==> src/rtl/pconv_packer.sv <==
// Packs a stream of partial-convolution elements into one wide vector for the conv core.
// Element k lands in slot k (element 0 in the LSBs); the layer tag travels with element 0.
module pconv_packer #(
    parameter int PCONV_LEN = 19,
    parameter int PCONV_NUM = 53
) (
    input  logic                           clk,
    input  logic                           rst_n,
    input  logic                           i_flush,
    input  logic [1:0]                     i_layer_num,
    input  logic                           i_valid,
    input  logic [PCONV_LEN-1:0]           i_elem,
    output logic                           o_ready,
    output logic [PCONV_LEN*PCONV_NUM-1:0] o_pconv,
    output logic [1:0]                     o_layer_num,
    output logic                           o_valid,
    input  logic                           i_ready
);

    localparam int               CNT_W = 6;
    localparam logic [CNT_W-1:0] LAST  = CNT_W'(PCONV_NUM - 1);

    typedef enum logic {
        FILL = 1'b0,
        FULL = 1'b1
    } state_e;

    state_e                         state_q, state_d;
    logic [CNT_W-1:0]               cnt_q, cnt_d;
    logic [PCONV_LEN*PCONV_NUM-1:0] pconv_q, pconv_d;
    logic [1:0]                     layer_q, layer_d;
    logic                           transfer;
    logic                           accept;

    assign transfer = i_valid && o_ready;
    // A flush in the same cycle wins over the element offered with it.
    assign accept   = transfer && !i_flush;

    always_ff @(posedge clk or negedge rst_n) begin
        if (!rst_n) begin
            state_q <= FILL;
        end else begin
            state_q <= state_d;
        end
    end

    always_comb begin
        state_d = state_q;
        if (i_flush) begin
            state_d = FILL;
        end else begin
            case (state_q)
                FILL:    if (transfer && (cnt_q == LAST)) state_d = FULL;
                FULL:    if (i_ready) state_d = FILL;
                default: state_d = FILL;
            endcase
        end
    end

    always_comb begin
        o_ready = (state_q == FILL);
        o_valid = (state_q == FULL);
    end

    always_comb begin
        cnt_d   = cnt_q;
        pconv_d = pconv_q;
        layer_d = layer_q;
        if (i_flush) begin
            cnt_d = '0;
        end else if (accept) begin
            cnt_d = (cnt_q == LAST) ? '0 : cnt_q + 1'b1;
            if (cnt_q == '0) begin
                layer_d = i_layer_num;
            end
            for (int k = 0; k < PCONV_NUM; k++) begin
                if (cnt_q == CNT_W'(k)) begin
                    pconv_d[k*PCONV_LEN +: PCONV_LEN] = i_elem;
                end
            end
        end
    end

    // Slots are never cleared except by reset; every slot is rewritten before the next FULL.
    always_ff @(posedge clk or negedge rst_n) begin
        if (!rst_n) begin
            cnt_q   <= '0;
            pconv_q <= '0;
            layer_q <= 2'b00;
        end else begin
            cnt_q   <= cnt_d;
            pconv_q <= pconv_d;
            layer_q <= layer_d;
        end
    end

    assign o_pconv     = pconv_q;
    assign o_layer_num = layer_q;

endmodule

==> config.mk <==
export PLATFORM = sky130hd
export DESIGN_NAME = pconv_packer
export DESIGN_NICKNAME = d
export VERILOG_FILES = /design/src/rtl/pconv_packer.sv
export SDC_FILE = /design/constraint.sdc
export NUM_CORES = 1
export LEC_CHECK = 0
export CAP_MARGIN = 25
export CORE_AREA = 4 4 396 398
export DETAILED_ROUTE_END_ITERATION = 12
export DIE_AREA = 0 0 400 402
export GPL_ROUTABILITY_DRIVEN = 0
export PLACE_DENSITY = 0.45
export SLEW_MARGIN = 20
export SYNTH_ARGS = -nofsm -noshare
export SYNTH_HDL_FRONTEND = slang
export SYNTH_SLANG_ARGS = --single-unit
==> constraint.sdc <==
create_clock -name clk -period 2.87 [get_ports clk]
set_clock_uncertainty 0.15 [all_clocks]
set_input_delay 0.287 -clock clk [delete_from_list [all_inputs] [get_ports clk]]
set_output_delay 0.287 -clock clk [all_outputs]
set_load 0.01 [all_outputs]
=== Word level (Yosys, flattened, before mapping) ===
Index checks and enable logic that the tools add are counted.

* Add/subtract/negate cells: 1
* Equal/unequal tests: 52
* Muxes and demuxes: 7
* Bitwise gates (word level): 2
* Reductions and logical operators: 59

{| class="wikitable"
|+ Operators by type and width
! operator !! count
|-
| 3-bit AND reduction || 53
|-
| 6-bit equality test (second input constant) || 21
|-
| 6-bit by 5-bit equality test with 1-bit output (second input constant) || 16
|-
| 6-bit by 4-bit equality test with 1-bit output (second input constant) || 8
|-
| 6-bit by 3-bit equality test with 1-bit output (second input constant) || 4
|-
| 6-bit 2-to-1 mux || 3
|-
| 6-bit by 2-bit equality test with 1-bit output (second input constant) || 2
|-
| 6-bit by 1-bit adder with 6-bit output (second input constant) || 1
|-
| 6-bit by 1-bit equality test with 1-bit output (second input constant) || 1
|-
| 6-bit logical NOT || 1
|-
| 1-bit logical AND || 3
|-
| 1-bit 2-to-1 mux || 3
|-
| 1-bit inverter || 2
|-
| 1-bit one-hot mux with 2 select lines || 1
|-
| 2-bit nonzero test || 1
|-
| 1-bit logical NOT || 1
|}

* Flip-flop bits (word level): 1016
* Bits of input ports: 26
* Output and inout port bits: 1011
* Word-level logic and storage cells: 177

=== Depth between registers and ports, before layout ===
Gate-level depths: netlist of the first run.

* Word-level depth: 6
* Depth in mapped cells: 7
* Depth with buffers taken out: 5

=== Least setup slack after synthesis of the first run ===
No wires, ideal clock.

* Path type: reg2reg
* From: register cnt_q[0]
* To: register pconv_q[540], in the netlist o_pconv[540]
* Setup time: 125 ps
* Data arrival time: 1946 ps
* Path slack: 649 ps
* Stages on the path, launching flop included: 7
* Path buffers: 1
* Clock period less this slack: 2221 ps
* Path through: dfrtp_1 -> inv_1 -> ha_1 -> nand4b_1 -> nor2_2 -> buf_4 -> mux2_2

* Longest elaborated chain between the ends: 2

{| class="wikitable"
|+ Ends and longest elaborated chain
! what !! RTL line !! source
|-
| from (decl) || 29 || <nowiki>logic [CNT_W-1:0] cnt_q, cnt_d;</nowiki>
|-
| from (signal assigned) || 91 || <nowiki>cnt_q <= cnt_d;</nowiki>
|-
| 6-bit by 5-bit equality test with 1-bit output || 77 || <nowiki>if (cnt_q == CNT_W'(k)) begin</nowiki>
|-
| 3-bit AND reduction (no line) || - ||
|-
| to (signal assigned) || 92 || <nowiki>pconv_q <= pconv_d;</nowiki>
|-
| to (decl) || 30 || <nowiki>logic [PCONV_LEN*PCONV_NUM-1:0] pconv_q, pconv_d;</nowiki>
|}

No other way between the ends.
A chain may end at the register's enable or synchronous reset.

=== Worst setup path in the final report of the first run ===
* From: register state_q, in the netlist o_valid
* To: output o_ready

* Longest elaborated chain between the ends: 1

{| class="wikitable"
|+ Ends and longest elaborated chain
! what !! RTL line !! source
|-
| from (decl) || 28 || <nowiki>state_e state_q, state_d;</nowiki>
|-
| from (signal assigned) || 43 || <nowiki>state_q <= state_d;</nowiki>
|-
| 1-bit inverter || - ||
|-
| to (decl) || 13 || <nowiki>output logic o_ready,</nowiki>
|}

No other way between the ends.

==> results of run 1 <==
cell type report:
type                    count  area (sq um)  area share [%]
well taps                2044          2557           4.503
clock inverters            48         515.5          0.9077
flip-flops and latches   1016         25420           44.77
repair buffers           1185         12110           21.32
diodes                      7         17.52         0.03084
inverters                   4         15.01         0.02644
multi-input cells        1124         12670           22.30
clock buffers             172          3487           6.140
per-stage QoR:
stage	area, sq um	worst slack [ns]	utilization, %	std cells
3_5_place_dp	52690	0.1586	34.37	5365
4_1_cts	56770	0.09746	37.03	5593
2_1_floorplan	39030	0.6493	-	2320
5_1_grt	56770	0.09754	37.03	5593
3_3_place_gp	52690	0.1959	34.37	5365
6_report	56790	0.2398	37.04	5600
cell usage in the layout, fill, tap and decap left out, types with 4 or more instances in the layout:
cell             instances
and4bb_2                 5
nor2_8                  11
dlygate4sd3_1            8
diode_2                  7
nor2b_1                  6
clkdlybuf4s50_1       1016
nand2_1                  7
ha_1                     4
clkbuf_16              119
inv_1                    4
clkinv_2                31
bufinv_16                7
nor3_1                   4
nand3_2                 18
buf_12                  55
nand2_2                  6
mux2_1                   7
clkbuf_1                22
buf_4                   87
clkbuf_8                31
buf_2                   18
nand3_1                  5
dfrtp_1               1016
mux2_2                1002
clkinvlp_4               4
nand3_4                 10
worst reg2reg max path: stages (launching register included):
cell,delay [ns]
dfrtp_1,0.70
buf_4,0.29
nand4bb_1,0.41
nor2_2,0.29
buf_12,0.21
mux2_2,0.38
logic make-up after synthesis:
kind of cell,count (synthesis),share of synthesized area (%)
adders and majority gates,4,0.1282
and+or+nand+nor,102,3.023
buffers and inverters,180,2.430
muxes,1009,29.11
DFF,1016,65.13
xor gates and xnor gates,1,0.02244
AOI/OAI and AO/OA,8,0.1571
final timing paths:
check / startpoint / to / slack (ns) / depth (start not counted)
worst max-delay path: o_valid$_DFF_PN0_ / o_ready / 0.24 / 2
worst min-delay path: rst_n / o_pconv[352]$_DFFE_PN0P_ / 0.02 / 2
worst max register to register: cnt_q[3]$_DFFE_PN0P_ / o_pconv[542]$_DFFE_PN0P_ / 0.29 / 5
worst min register to register: o_pconv[872]$_DFFE_PN0P_ / o_pconv[872]$_DFFE_PN0P_ / 0.34 / 1
max in group asynchronous: rst_n / o_pconv[705]$_DFFE_PN0P_ / 1.55 / 4
min in group clk: i_elem[4] / o_pconv[935]$_DFFE_PN0P_ / 0.07 / 3
cells in the mapped netlist (all sizes together) (2+ instances only):
library cell  count
dfrtp          1016
mux2           1009
clkbuf           97
buf              79
nand3            33
nor2             15
nand2            13
nor2b             6
and4bb            5
ha                4
inv               4
nand4b            4
nor3              4
nor4b             4
nand4             3
a31oi             2
and4              2
and4b             2
nand2b            2
nor4              2
or4b              2
power by group through the flow:
stage                     clock, mW  sequential [mW]  combinational [mW]
after floorplan                   0             15.5               0.681
after global placement            0             15.3                3.00
after detailed placement          0             15.3                3.00
after CTS                      15.9             15.1                3.02
after global routing           16.4             15.1                3.14
final                          15.4             15.1                2.92
state kept, by name (all words and copies together), names as in the netlist:
signal,flops
o_layer_num,2
o_valid,1
o_pconv,1007
cnt_q,6
metal layers:
layer  track usage [%]  share of wire [%]
met5                 0                  0
met3             6.439                8.0
met4             6.791                4.0
met1             23.05                 40
met2             31.94                 48
==> flow_summary.toml, run 1 <==
[run_status]
status = "completed"

[setup_path]
cpLargestDelayFamily = "buffers and inverters"
worstPathCellList = "inv_1 -> clkdlybuf4s50_1"
max_stage_delay_ns = 0.75
worstPathArrival_ns = 2.19
path_buf_inv = 2
critPathMaxFanout = 13
required_ns = 2.43
start_kind = "flip-flop"
crit_type = "flip-flop to primary output"
cpMaxStageDelayCell = "clkdlybuf4s50_1"
cp-end-kind = "primary output"

[sta]
fin_crit_ns = 2.630
drv_slew = 0
setup_tns_ns = 0
relSlewSlack_pct = 43.60
worst_hold_slack_ns = 0.02286
fmax_mhz = 380.2
rsz0062_at_grt = "no"
timing_hold_violations_final = 0
period_share_pct = 91.65
worst_pin_slew_ns = 0.8459
setup_viol = 0

[pwr]
pwr-share-comb_pct = 8.7
clockPowerShare_pct = 46.1
power_mw = 33.40
switching_power_mw = 8.157
p_int_mw = 25.24
power.share.sequential_pct = 45.1
power.density_nw_per_um2 = 588.0
power.leakage_nw = 27.03
ir_worst_vdd_uv = 443.8
p_sw_share_pct = 24.43

[yosys]
synth_top_cell_by_area = "dfrtp_1"
ys_seq_elements = 1016
yosysWarningCount = 0
synth_cell_types = 45
yosys-top-cells-area = "dfrtp_1, mux2_2, clkbuf_1"
synth_area_per_cell_sq_um = 16.83
synth.cell_area_sq_um = 39030
synth_edf_count = 0
yosysSeqAreaShare_pct = 65.13
synth-main-ff-cell = "dfrtp_1"
synthCells = 2320
async_flop_share_pct = 100.0
synth.top_cell.area_share_pct = 65.13
syn_nets = 2350

[die]
die_w_um = 400
rows = 144
initial_core_util_pct = 25.46
die_y_um = 402
coreArea_sq_um = 153300
ios = 1037
dieArea_sq_um = 160800

[global_routing]
grt_usage_pct = 19.17
grt_pass1_vias = 25782
overflow = 0
grt_max_degree = 77
antenna_found_initial = 11
grt_pass1_wl_mm = 217.6

[drt]
wl_per_cell_um = 28.13
ant_nets = 0
drcViolationCount = 0
viasPerCell = 4.393
drt_iter0_markers = 859
via_count = 24600
routed_wl_mm = 157.5
dr.pass1.iters = 4

[cts]
cts_hold_buffers = 8
clockBufferDepth = 3
clock_sinks = 1016
path_clk_slew_ns = 0.06
htreeDepth = 3
clock_latency_ns = 0.75
cts-root-buf = "clkbuf_16"
cts_tree = "yes"
post_cts_resized = 0
cts_setup_buffers = 0
cts_buffers = 118

[cells_and_area]
drive_gt1_share_pct = 40.24
nNetsFinal = 3479
area_growth_pct = 45.49
fillers = 14848

[placement]
dp_hpwl_mm = 112.6
io_buffers = 1036

[run]
cap_violations = 0

[min_path]
hold_path_class = "input pin to asynchronous set/reset pin"
Power figures use the tool's default switching activity.
==> inputs of run 2 (changes only) <==
Settings changed: CTS_CLUSTER_DIAMETER set to 60.
==> run 2 against run 1 <==
Against the previous run:
- sequential share of layout area is 0.37 points lower
- cell area is 0.84% higher
- routed wire length is 0.34% higher
- sequential power hardly changed
- critical path depth stayed put
- setup slack better by 0.016 ns
- first-iteration DRC count is 16% higher
- hold slack worse by 0.0060 ns
- non-clock buffer count is 1 lower
- global-route usage is 0.095 points higher
- maximum frequency is 0.60% higher
- register-to-register slack hardly changed
- largest cell class unchanged
- highest routed layer unchanged
==> flow_summary.toml, run 2 (synthesized netlist as in run 1, its figures left out) <==
[setup_path]
required_ns = 2.43
max_stage_delay_ns = 0.75
worstPathArrival_ns = 2.18
cp-end-kind = "primary output"
worstPathCellList = "inv_1 -> clkdlybuf4s50_1"
crit_type = "flip-flop to primary output"
start_kind = "flip-flop"
cpMaxStageDelayCell = "clkdlybuf4s50_1"
cpLargestDelayFamily = "buffers and inverters"
critPathMaxFanout = 13
path_buf_inv = 2

[sta]
setup_viol = 0
rsz0062_at_grt = "no"
setup_tns_ns = 0
timing_hold_violations_final = 0
fmax_mhz = 382.5
period_share_pct = 91.10
relSlewSlack_pct = 43.80
worst_pin_slew_ns = 0.8431
drv_slew = 0
fin_crit_ns = 2.614
setup_ws_ns = 0.2555

[drt]
ant_nets = 0
wl_per_cell_um = 28.12
via_count = 24712
routed_wl_mm = 158.1
dr.pass1.iters = 4
drcViolationCount = 0
viasPerCell = 4.396
drt_iter0_markers = 995

[cells_and_area]
largest_register_ffs = 1007
fillers = 14817
final_util_pct = 37.35
area_growth_pct = 46.71
seq_area_sq_um = 25420
multiInputGateArea_sq_um = 12670
drive_gt1_share_pct = 40.63
nNetsFinal = 3493
final_area_sq_um = 57270
layout_common_cells = "dfrtp_1, clkdlybuf4s50_1, mux2_2"

[pwr]
power.density_nw_per_um2 = 608.6
ir_worst_vdd_uv = 472.2
power.leakage_nw = 27.25

[global_routing]
antenna_found_initial = 13
grt_pass1_vias = 25944
grt_pass1_wl_mm = 218.1
grt_max_degree = 77
overflow = 0
grt_usage_pct = 19.26

[run_status]
status = "completed"

[cts]
clock_latency_ns = 0.75
cts-root-buf = "clkbuf_16"
cts_tree = "yes"
path_clk_slew_ns = 0.06
clock_sinks = 1016
cts_buffers = 133
post_cts_resized = 0
htreeDepth = 4
clockBufferDepth = 3
cts_setup_buffers = 0

[die]
rows = 144
die_w_um = 400
coreArea_sq_um = 153300
initial_core_util_pct = 25.46
ios = 1037
die_y_um = 402
dieArea_sq_um = 160800

[placement]
placedInstanceArea_sq_um = 52690
io_buffers = 1036
dp_slack_ns = 0.1586
dp_hpwl_mm = 112.6

[run]
cap_violations = 0

[min_path]
hold_path_class = "input pin to asynchronous set/reset pin"
==> run 2: metrics by stage <==
step                power, mW  hold WS (ns)  cells
finish                  34.86       0.01682   5621
global route            36.23      0.008099   5615
CTS                     35.48      0.002366   5615
detailed placement      18.32        0.1831   5365
global placement        18.31        0.1893   5365
floorplan               16.23       -0.1586   2320
==> run 2: area by class of cell <==
cell class / count / area share, %
antenna: 6 / 0.02622
clock inverter: 60 / 1.195
clock buffer: 183 / 6.648
multi-input combinational: 1124 / 22.12
tap: 2044 / 4.466
timing repair buffer: 1184 / 21.13
sequential: 1016 / 44.39
inverter: 4 / 0.02622
==> run 2: final timing paths <==
kind | start | end | slack [ns] | cells after the start
max in group asynchronous | rst_n | o_pconv[798]$_DFFE_PN0P_ | 1.51 | 4
setup reg to reg | cnt_q[3]$_DFFE_PN0P_ | o_pconv[542]$_DFFE_PN0P_ | 0.30 | 5
hold / removal | rst_n | o_pconv[352]$_DFFE_PN0P_ | 0.02 | 2
min in group clk | i_elem[2] | o_pconv[971]$_DFFE_PN0P_ | 0.04 | 2
setup / recovery | o_valid$_DFF_PN0_ | o_ready | 0.26 | 2
hold reg to reg | o_pconv[872]$_DFFE_PN0P_ | o_pconv[872]$_DFFE_PN0P_ | 0.34 | 1
==> run 2: timing repair <==
item	CTS	global route
hold buffers	7	0
hold endpoints to repair	728	0
endpoints found under the setup margin	0	0
==> run 2: worst register-to-register path, stage by stage (launching register included) <==
cell and delay [ns]:
dfrtp_1 0.70, buf_4 0.29, nand4bb_1 0.43, nor2_2 0.30, buf_12 0.21, mux2_2 0.38
==> run 2: layer usage <==
metal | wire length (um) | GRT usage (%) | part of all wire (%) | vias up
met5 | 0 | 0 | 0 | -
met4 | 6326 | 7.116 | 4.0 | 0
met3 | 12740 | 6.682 | 8.1 | 227
li1 | - | - | - | 10527
met1 | 62980 | 23.04 | 40 | 13126
met2 | 76020 | 31.95 | 48 | 832
==> run 2: power breakdown <==
part / switching [mW] / internal, mW / leakage, nW
clock: 6.81 / 10.1 / 2.21
combinational: 1.55 / 1.36 / 11.0
sequential: 0.259 / 14.8 / 14.1
total: 8.62 / 26.2 / 27.3
==> inputs of run 3 (changes only) <==
Settings changed: PLACE_DENSITY 0.45 to 0.44.
==> run 3 against run 2 <==
Against the previous run:
- die area stayed put
- core utilization grew 0.11 points
- register-to-register slack better by 0.05 ns
- via count up 0.14%
- critical path depth increased by 1
- critical endpoint unchanged
- largest power group unchanged
==> flow_summary.toml, run 3 (synthesized netlist as in run 1, its figures left out) <==
[drt]
via_count = 24747
wl_per_cell_um = 28.40
dr.pass1.iters = 4
routed_wl_mm = 159.9
viasPerCell = 4.395
drcViolationCount = 0
drt_iter0_markers = 843
ant_nets = 0

[die]
die_w_um = 400
ios = 1037
initial_core_util_pct = 25.46
dieArea_sq_um = 160800
coreArea_sq_um = 153300
rows = 144
die_y_um = 402

[placement]
placedInstanceArea_sq_um = 52980
io_buffers = 1036
dp_hpwl_mm = 113.9

[setup_path]
start_kind = "flip-flop"
r2r_end = "o_pconv[469]$_DFFE_PN0P_"
startpoint = "o_valid$_DFF_PN0_"
max_stage_delay_ns = 0.59
reg2reg_depth = 4
worstPathArrival_ns = 2.25
cp_num_cells = 3
required_ns = 2.43
r2r_start = "cnt_q[2]$_DFFE_PN0P_"
critPathMaxFanout = 7
r2r_slack_ns = 0.35
cpMaxStageDelayCell = "clkdlybuf4s50_1"
cpLargestDelayFamily = "buffers and inverters"
path_buf_inv = 3
cp-endpoint = "o_ready"
crit_type = "flip-flop to primary output"
cp-end-kind = "primary output"
worstPathCellList = "buf_4 -> inv_1 -> clkdlybuf4s50_1"

[global_routing]
overflow = 0
grt_usage_pct = 19.57
grt_pass1_wl_mm = 221.2
antenna_found_initial = 10
grt_pass1_vias = 26212
grt_max_degree = 70

[sta]
rsz0062_at_grt = "no"
relSlewSlack_pct = 35.48
fin_crit_ns = 2.691
period_share_pct = 93.75
drv_slew = 0
setup_viol = 0
setup_tns_ns = 0
timing_hold_violations_final = 0
fmax_mhz = 371.7
worst_pin_slew_ns = 0.9678

[cells_and_area]
layout_common_cells = "dfrtp_1, clkdlybuf4s50_1, mux2_2"
seq_area_sq_um = 25420
drive_gt1_share_pct = 40.43
largest_register_ffs = 1007
nNetsFinal = 3513
fillers = 14676
final_area_sq_um = 57440
area_growth_pct = 47.15
multiInputGateArea_sq_um = 12670

[pwr]
power.density_nw_per_um2 = 600.7
ir_worst_vdd_uv = 450.2
power.leakage_nw = 27.33

[cts]
clockBufferDepth = 3
cts-root-buf = "clkbuf_16"
cts_buffers = 131
clock_latency_ns = 0.75
clock_sinks = 1016
cts_setup_buffers = 0
path_clk_slew_ns = 0.06
cts_tree = "yes"
htreeDepth = 4

[run_status]
status = "completed"

[min_path]
hold_path_class = "input pin to flip-flop"

[run]
cap_violations = 0
-- run 3: changes by cell type in the layout (fill, tap and decap cells not counted), moves of 4 or more --
cell / previous run / this run
buf_12: 55 / 68
buf_4: 87 / 93
clkbuf_1: 22 / 31
clkinv_2: 24 / 9
inv_6: 11 / 7
-- run 3: per-layer routing --
| metal | vias to the layer above | part of all wire (%) | wire, um | track usage [%] |
|---|---|---|---|---|
| met1 | 13198 | 40 | 63620 | 23.27 |
| met3 | 203 | 8.1 | 13020 | 6.981 |
| met5 | - | 0.017 | 27 | 0 |
| li1 | 10573 | - | - | - |
| met4 | 4 | 3.3 | 5334 | 6.606 |
| met2 | 769 | 49 | 77940 | 32.76 |
-- run 3: cell type report --
type | instances | area share (%)
inverter | 4 | 0.02614
clock buffer | 197 | 6.846
tap | 2044 | 4.452
timing repair buffer | 1206 | 21.65
sequential | 1016 | 44.26
clock inverter | 32 | 0.6818
multi-input combinational | 1124 | 22.05
antenna | 8 | 0.03485
-- run 3: timing repair --
action                    CTS  global route
hold buffers               11             0
gates resized for setup     0             0
hold endpoints to repair  521             0
-- run 3: through the flow --
stage	hold WS [ns]	setup WS (ns)	total power, mW	util, %	cells
2_1_floorplan	-0.1586	0.6493	16.23	-	2320
3_3_place_gp	0.2287	0.07287	18.37	34.55	5383
3_5_place_dp	0.2203	0.04350	18.38	34.55	5383
4_1_cts	0.01523	0.02565	35.18	37.45	5623
5_1_grt	0.03055	0.04242	35.90	37.45	5623
6_report	0.07474	0.1794	34.50	37.46	5631
-- run 3: how the worst min path moves through the flow --
stage	start	end	slack [ns]	cells after the start
after global routing	i_elem[7]	o_pconv[45]$_DFFE_PN0P_	0.03	2
after CTS	i_elem[7]	o_pconv[463]$_DFFE_PN0P_	0.02	2
after detailed placement	rst_n	o_pconv[631]$_DFFE_PN0P_	0.22	1
after floorplan	rst_n	cnt_q[0]$_DFFE_PN0P_	-0.16	0
after global placement	rst_n	o_pconv[631]$_DFFE_PN0P_	0.23	1
final	i_elem[0]	o_pconv[589]$_DFFE_PN0P_	0.07	2
-- run 3: power by group --
part | switching (mW) | internal, mW | total, mW
logic | 1.57 | 1.40 | 2.97
registers | 0.260 | 14.8 | 15.1
clock network | 6.51 | 9.94 | 16.4
total | 8.34 | 26.2 | 34.5
==> RTL change 1: new RTL, flow settings as in run 2 <==
Reset style: synchronous (`rst_n`), changed in 2 clocked blocks.
--- a/src/rtl/pconv_packer.sv
+++ b/src/rtl/pconv_packer.sv
@@ -37,5 +37,5 @@
     assign accept   = transfer && !i_flush;
 
-    always_ff @(posedge clk or negedge rst_n) begin
+    always_ff @(posedge clk) begin
         if (!rst_n) begin
             state_q <= FILL;
@@ -83,5 +83,5 @@
 
     // Slots are never cleared except by reset; every slot is rewritten before the next FULL.
-    always_ff @(posedge clk or negedge rst_n) begin
+    always_ff @(posedge clk) begin
         if (!rst_n) begin
             cnt_q   <= '0;
Check against the original RTL: not settled (the Yosys comparison gave no result); the edit may change what the design does.
==> RTL change 1 against run 2 <==
  * Global-route usage increased by 0.49 points
  * Via count increased by 15%
  * Highest routed layer is now met5
  * Count of clock-buffer cells in the layout decreased by 16
  * Sequential cell count unchanged
  * Worst setup slack improved by 100 ps
  * Critical path depth unchanged
  * First-iteration DRC count increased by 23%
  * Area after synthesis decreased by 6.4%
  * Cell area decreased by 5.9%
  * Wire length increased by 4.9%
Power is not compared: it rests on default switching activity, and its combinational part moved more than twofold at a synthesized area within 25%.
==> RTL change 1: results (changes against run 2) <==
.. list-table::
   :header-rows: 1

   * - Metric
     - Value
   * - Dpl ws
     - 73.0 ps (-85.6 ps)
   * - Post-route total power
     - 30900 uW
   * - Most instantiated cells after synthesis
     - 1035 x sky130_fd_sc_hd__nand2_1, 1016 x sky130_fd_sc_hd__dfxtp_1, 1009 x sky130_fd_sc_hd__mux2i_1, 217 x sky130_fd_sc_hd__clkbuf_1, 85 x sky130_fd_sc_hd__buf_2
   * - Count of cell types in the netlist
     - 40 (-11%)
   * - Length in cells of the worst reg-to-reg path
     - 6 (+1)
   * - Fraction of synthesized area in multiplexers
     - 27.6% (-1.5 points)
   * - DP HPWL
     - 111000 um (-1.7%)
   * - Final nets
     - 4477 (+28%)
   * - Max-slew headroom
     - 31.9% (-12 points)
   * - Net count after synthesis
     - 3524 (+50%)
   * - Total Routing Usage GR
     - 19.8% (+0.49 points)
   * - Result of the run
     - finished, final reports clean
   * - Wire length of the first global-routing pass
     - 228000 um (+4.6%)
   * - Ratio of final minimum period to clock period
     - 87.6% (-3.5 points)
   * - Start of the worst register-to-register path
     - cnt_q[1]
   * - Non-clock inverters
     - 3 (-1)
   * - Average via count per standard cell
     - 4.31 (-2.0%)
   * - Average footprint of a synthesized cell
     - 10.5 sq um (-38%)
   * - Largest incremental delay on the critical path
     - 620 ps (-130 ps)
   * - Final hold slack
     - 106 ps (+89.2 ps)
   * - Worst Hold Class
     - input pin to flop
   * - Fraction of standard cell area in multi-input logic
     - 27.7% (+5.6 points)
   * - Area of the multi-input gates
     - 14900 sq um (+18%)
   * - Peak fanout along the critical path
     - 8 (-5)
   * - Number of search-and-repair iterations in the first detailed-routing pass
     - 5 (+1)
   * - Non-clock buffer count
     - 1164 (-1.7%)
   * - Placed Cells
     - 6364 (+19%)
   * - Worst r2r dst
     - o_pconv[33]
   * - Share of synthesized flip-flops with an asynchronous set or reset
     - 0% (-100 points)
[RTL change 1: changes by cell type in the layout (fill, tap and decap cells not counted), moves of 13 or more]
| cell | before | now |
|---|---|---|
| sky130_fd_sc_hd__dfrtp_1 | 1016 | 0 |
| sky130_fd_sc_hd__dfxtp_1 | 0 | 1015 |
| sky130_fd_sc_hd__clkdlybuf4s50_1 | 1016 | 1035 |
| sky130_fd_sc_hd__nand4_1 | 0 | 16 |
| sky130_fd_sc_hd__mux2i_1 | 0 | 1009 |
| sky130_fd_sc_hd__nand3_2 | 18 | 4 |
| sky130_fd_sc_hd__nand2_4 | 0 | 19 |
| sky130_fd_sc_hd__buf_4 | 87 | 74 |
| sky130_fd_sc_hd__nand2_1 | 7 | 1016 |
| sky130_fd_sc_hd__mux2_2 | 1002 | 0 |
| sky130_fd_sc_hd__buf_2 | 18 | 0 |
[RTL change 1: timing repair]
action / in CTS / in global routing
setup endpoints to repair: 0 / 0
hold buffers: 4 / 0
endpoints found under the hold margin: 25 / 0
[RTL change 1: per-layer routing]
| layer | global-route usage (%) | up-vias | part of all wire [%] |
|---|---|---|---|
| met3 | 7.09 | 215 | 8.5 |
| met4 | 5.78 | 4 | 3.2 |
| met5 | 0 | - | 0.0096 |
| met1 | 23.5 | 13808 | 41 |
| li1 | - | 13430 | - |
| met2 | 33.3 | 900 | 47 |
[RTL change 1: worst register-to-register path, cell delays in order (launching register included)]
cell and delay [ps]:
sky130_fd_sc_hd__dfxtp_1 360, sky130_fd_sc_hd__inv_1 100, sky130_fd_sc_hd__ha_1 300, sky130_fd_sc_hd__or3b_2 520, sky130_fd_sc_hd__or3_2 470, sky130_fd_sc_hd__buf_12 190
sky130_fd_sc_hd__mux2i_1 180
==> RTL change 2: new RTL, settings of run 2 <==
Made on the original files. Set the localparam `CNT_W` to 8 (it was 6).
--- a/src/rtl/pconv_packer.sv
+++ b/src/rtl/pconv_packer.sv
@@ -18,5 +18,5 @@
 );
 
-    localparam int               CNT_W = 6;
+    localparam int               CNT_W = 8;
     localparam logic [CNT_W-1:0] LAST  = CNT_W'(PCONV_NUM - 1);
 
Function: not settled (the Yosys comparison gave no result); the edit may change what the design does.
==> RTL change 2 against run 2 <==
  * Worst setup slack improved by 140 ps
  * Cell area about the same
  * Sequential cell count increased by 2
  * Wire length increased by 3.8%
  * Area after synthesis decreased by 1.8%
  * Power decreased by 2.7%
  * Die area unchanged
  * Largest power group unchanged
==> RTL change 2: results (changes against run 2) <==
.. list-table::
   :header-rows: 1

   * - Metric
     - Value
   * - FF-to-FF setup slack
     - 490 ps (+190 ps)
   * - Global Route met3 Usage
     - 6.44% (-0.24 points)
   * - Share of post-route cells with drive strength above 1
     - 40.2% (-0.44 points)
   * - Number of inserted filler cells in the final layout
     - 14786 (-0.21%)
   * - Peak fanout along the critical path
     - 8 (-5)
   * - Hold-fix buffer count after cts
     - 12 (+5)
   * - Routing usage on met2
     - 33.4% (+1.5 points)
   * - Arithmetic-cell share of the synthesized area counting full adders, half adders and majority gates
     - 0.131% (+0.0024 points)
   * - TritonCTS buffer count
     - 132 (-0.75%)
   * - Dpl ws
     - 191 ps (+32.7 ps)
   * - Via count of the first global-routing pass
     - 26043 (+0.38%)
   * - Worst vdd rail ir drop
     - 0.495 mV (+4.7%)
   * - Share of synthesized area occupied by flip-flops and latches
     - 66.5% (+1.3 points)
   * - Static leakage
     - 0.0272 uW (-0.28%)
   * - Maximum number of pins on one net before global-route repair
     - 87 (+13%)
   * - Result of the run
     - finished, final reports clean
   * - Fraction of synthesized area in multiplexers
     - 29.6% (+0.53 points)
   * - Area fraction in compound gates after synthesis
     - 0.300% (+0.14 points)
   * - Source-to-sink clock delay at the later pin of the worst-skew pair
     - 720 ps (-30 ps)
   * - Iteration-0 DRC count of the detailed router
     - 994 (-0.10%)
   * - WL met3
     - 13100 um (+3.2%)
   * - Wire length of the first global-routing pass
     - 223000 um (+2.2%)
   * - Count of cell types in the netlist
     - 39 (-13%)
   * - Top layer reached by signal wires
     - met5
   * - Worst Hold Class
     - input pin to flop
   * - Crit path DAT
     - 2030 ps (-150 ps)
   * - Most instantiated cells after synthesis
     - 1018 x sky130_fd_sc_hd__dfrtp_1, 1009 x sky130_fd_sc_hd__mux2_2, 89 x sky130_fd_sc_hd__clkbuf_1, 53 x sky130_fd_sc_hd__buf_2, 31 x sky130_fd_sc_hd__nand2_1
RTL change 2: worst paths after layout:
path | startpoint | endpoint
max | o_valid | o_ready
min | i_elem[4] | o_pconv[802]
max reg2reg | cnt_q[7] | o_pconv[430]
min reg2reg | o_pconv[40] | o_pconv[40]
max in group asynchronous | rst_n | o_pconv[10]
min in group asynchronous | rst_n | o_pconv[451]
RTL change 2: area by class of cell:
type | count | area share [%]
Tap cell | 2044 | 4.46
Clock buffer | 181 | 6.62
Timing Repair Buffer | 1205 | 22.1
Clock inverter | 50 | 0.989
Antenna cell | 7 | 0.0306
Sequential cell | 1018 | 44.5
Multi-Input combinational cell | 1135 | 21.3
Inverter | 6 | 0.0393
RTL change 2: kinds of logic (layout without fill, tap and decap cells):
logic type / after synthesis / in the layout
buffers and inverters: 169 / 1442
adders and majority gates: 4 / 4
other: 0 / 7
muxes: 1009 / 1009
DFF: 1018 / 1018
AOI/OAI and AO/OA: 18 / 18
and+or+nand+nor: 104 / 104
RTL change 2: stage by stage:
stage          instance area (sq um)  cells  hold WS, ps
5_1_grt                        57300   5639         15.3
3_3_place_gp                   52800   5394          170
4_1_cts                        57300   5638        0.535
6_report                       57300   5646         59.9
2_1_floorplan                  38300   2322         -159
3_5_place_dp                   52800   5395          176
RTL change 2: worst max-delay path: stages, from the launching register on:
cell	delay, ps
sky130_fd_sc_hd__dfrtp_1	480
sky130_fd_sc_hd__inv_1	180
sky130_fd_sc_hd__clkdlybuf4s50_1	660
RTL change 2: power breakdown:
part | switching [uW] | internal (uW) | total [uW] | leakage [uW]
registers | 181 | 14700 | 14900 | 0.0141
logic | 1400 | 1040 | 2440 | 0.0109
clock network | 6620 | 9940 | 16600 | 0.00214
total | 8200 | 25700 | 33900 | 0.0272
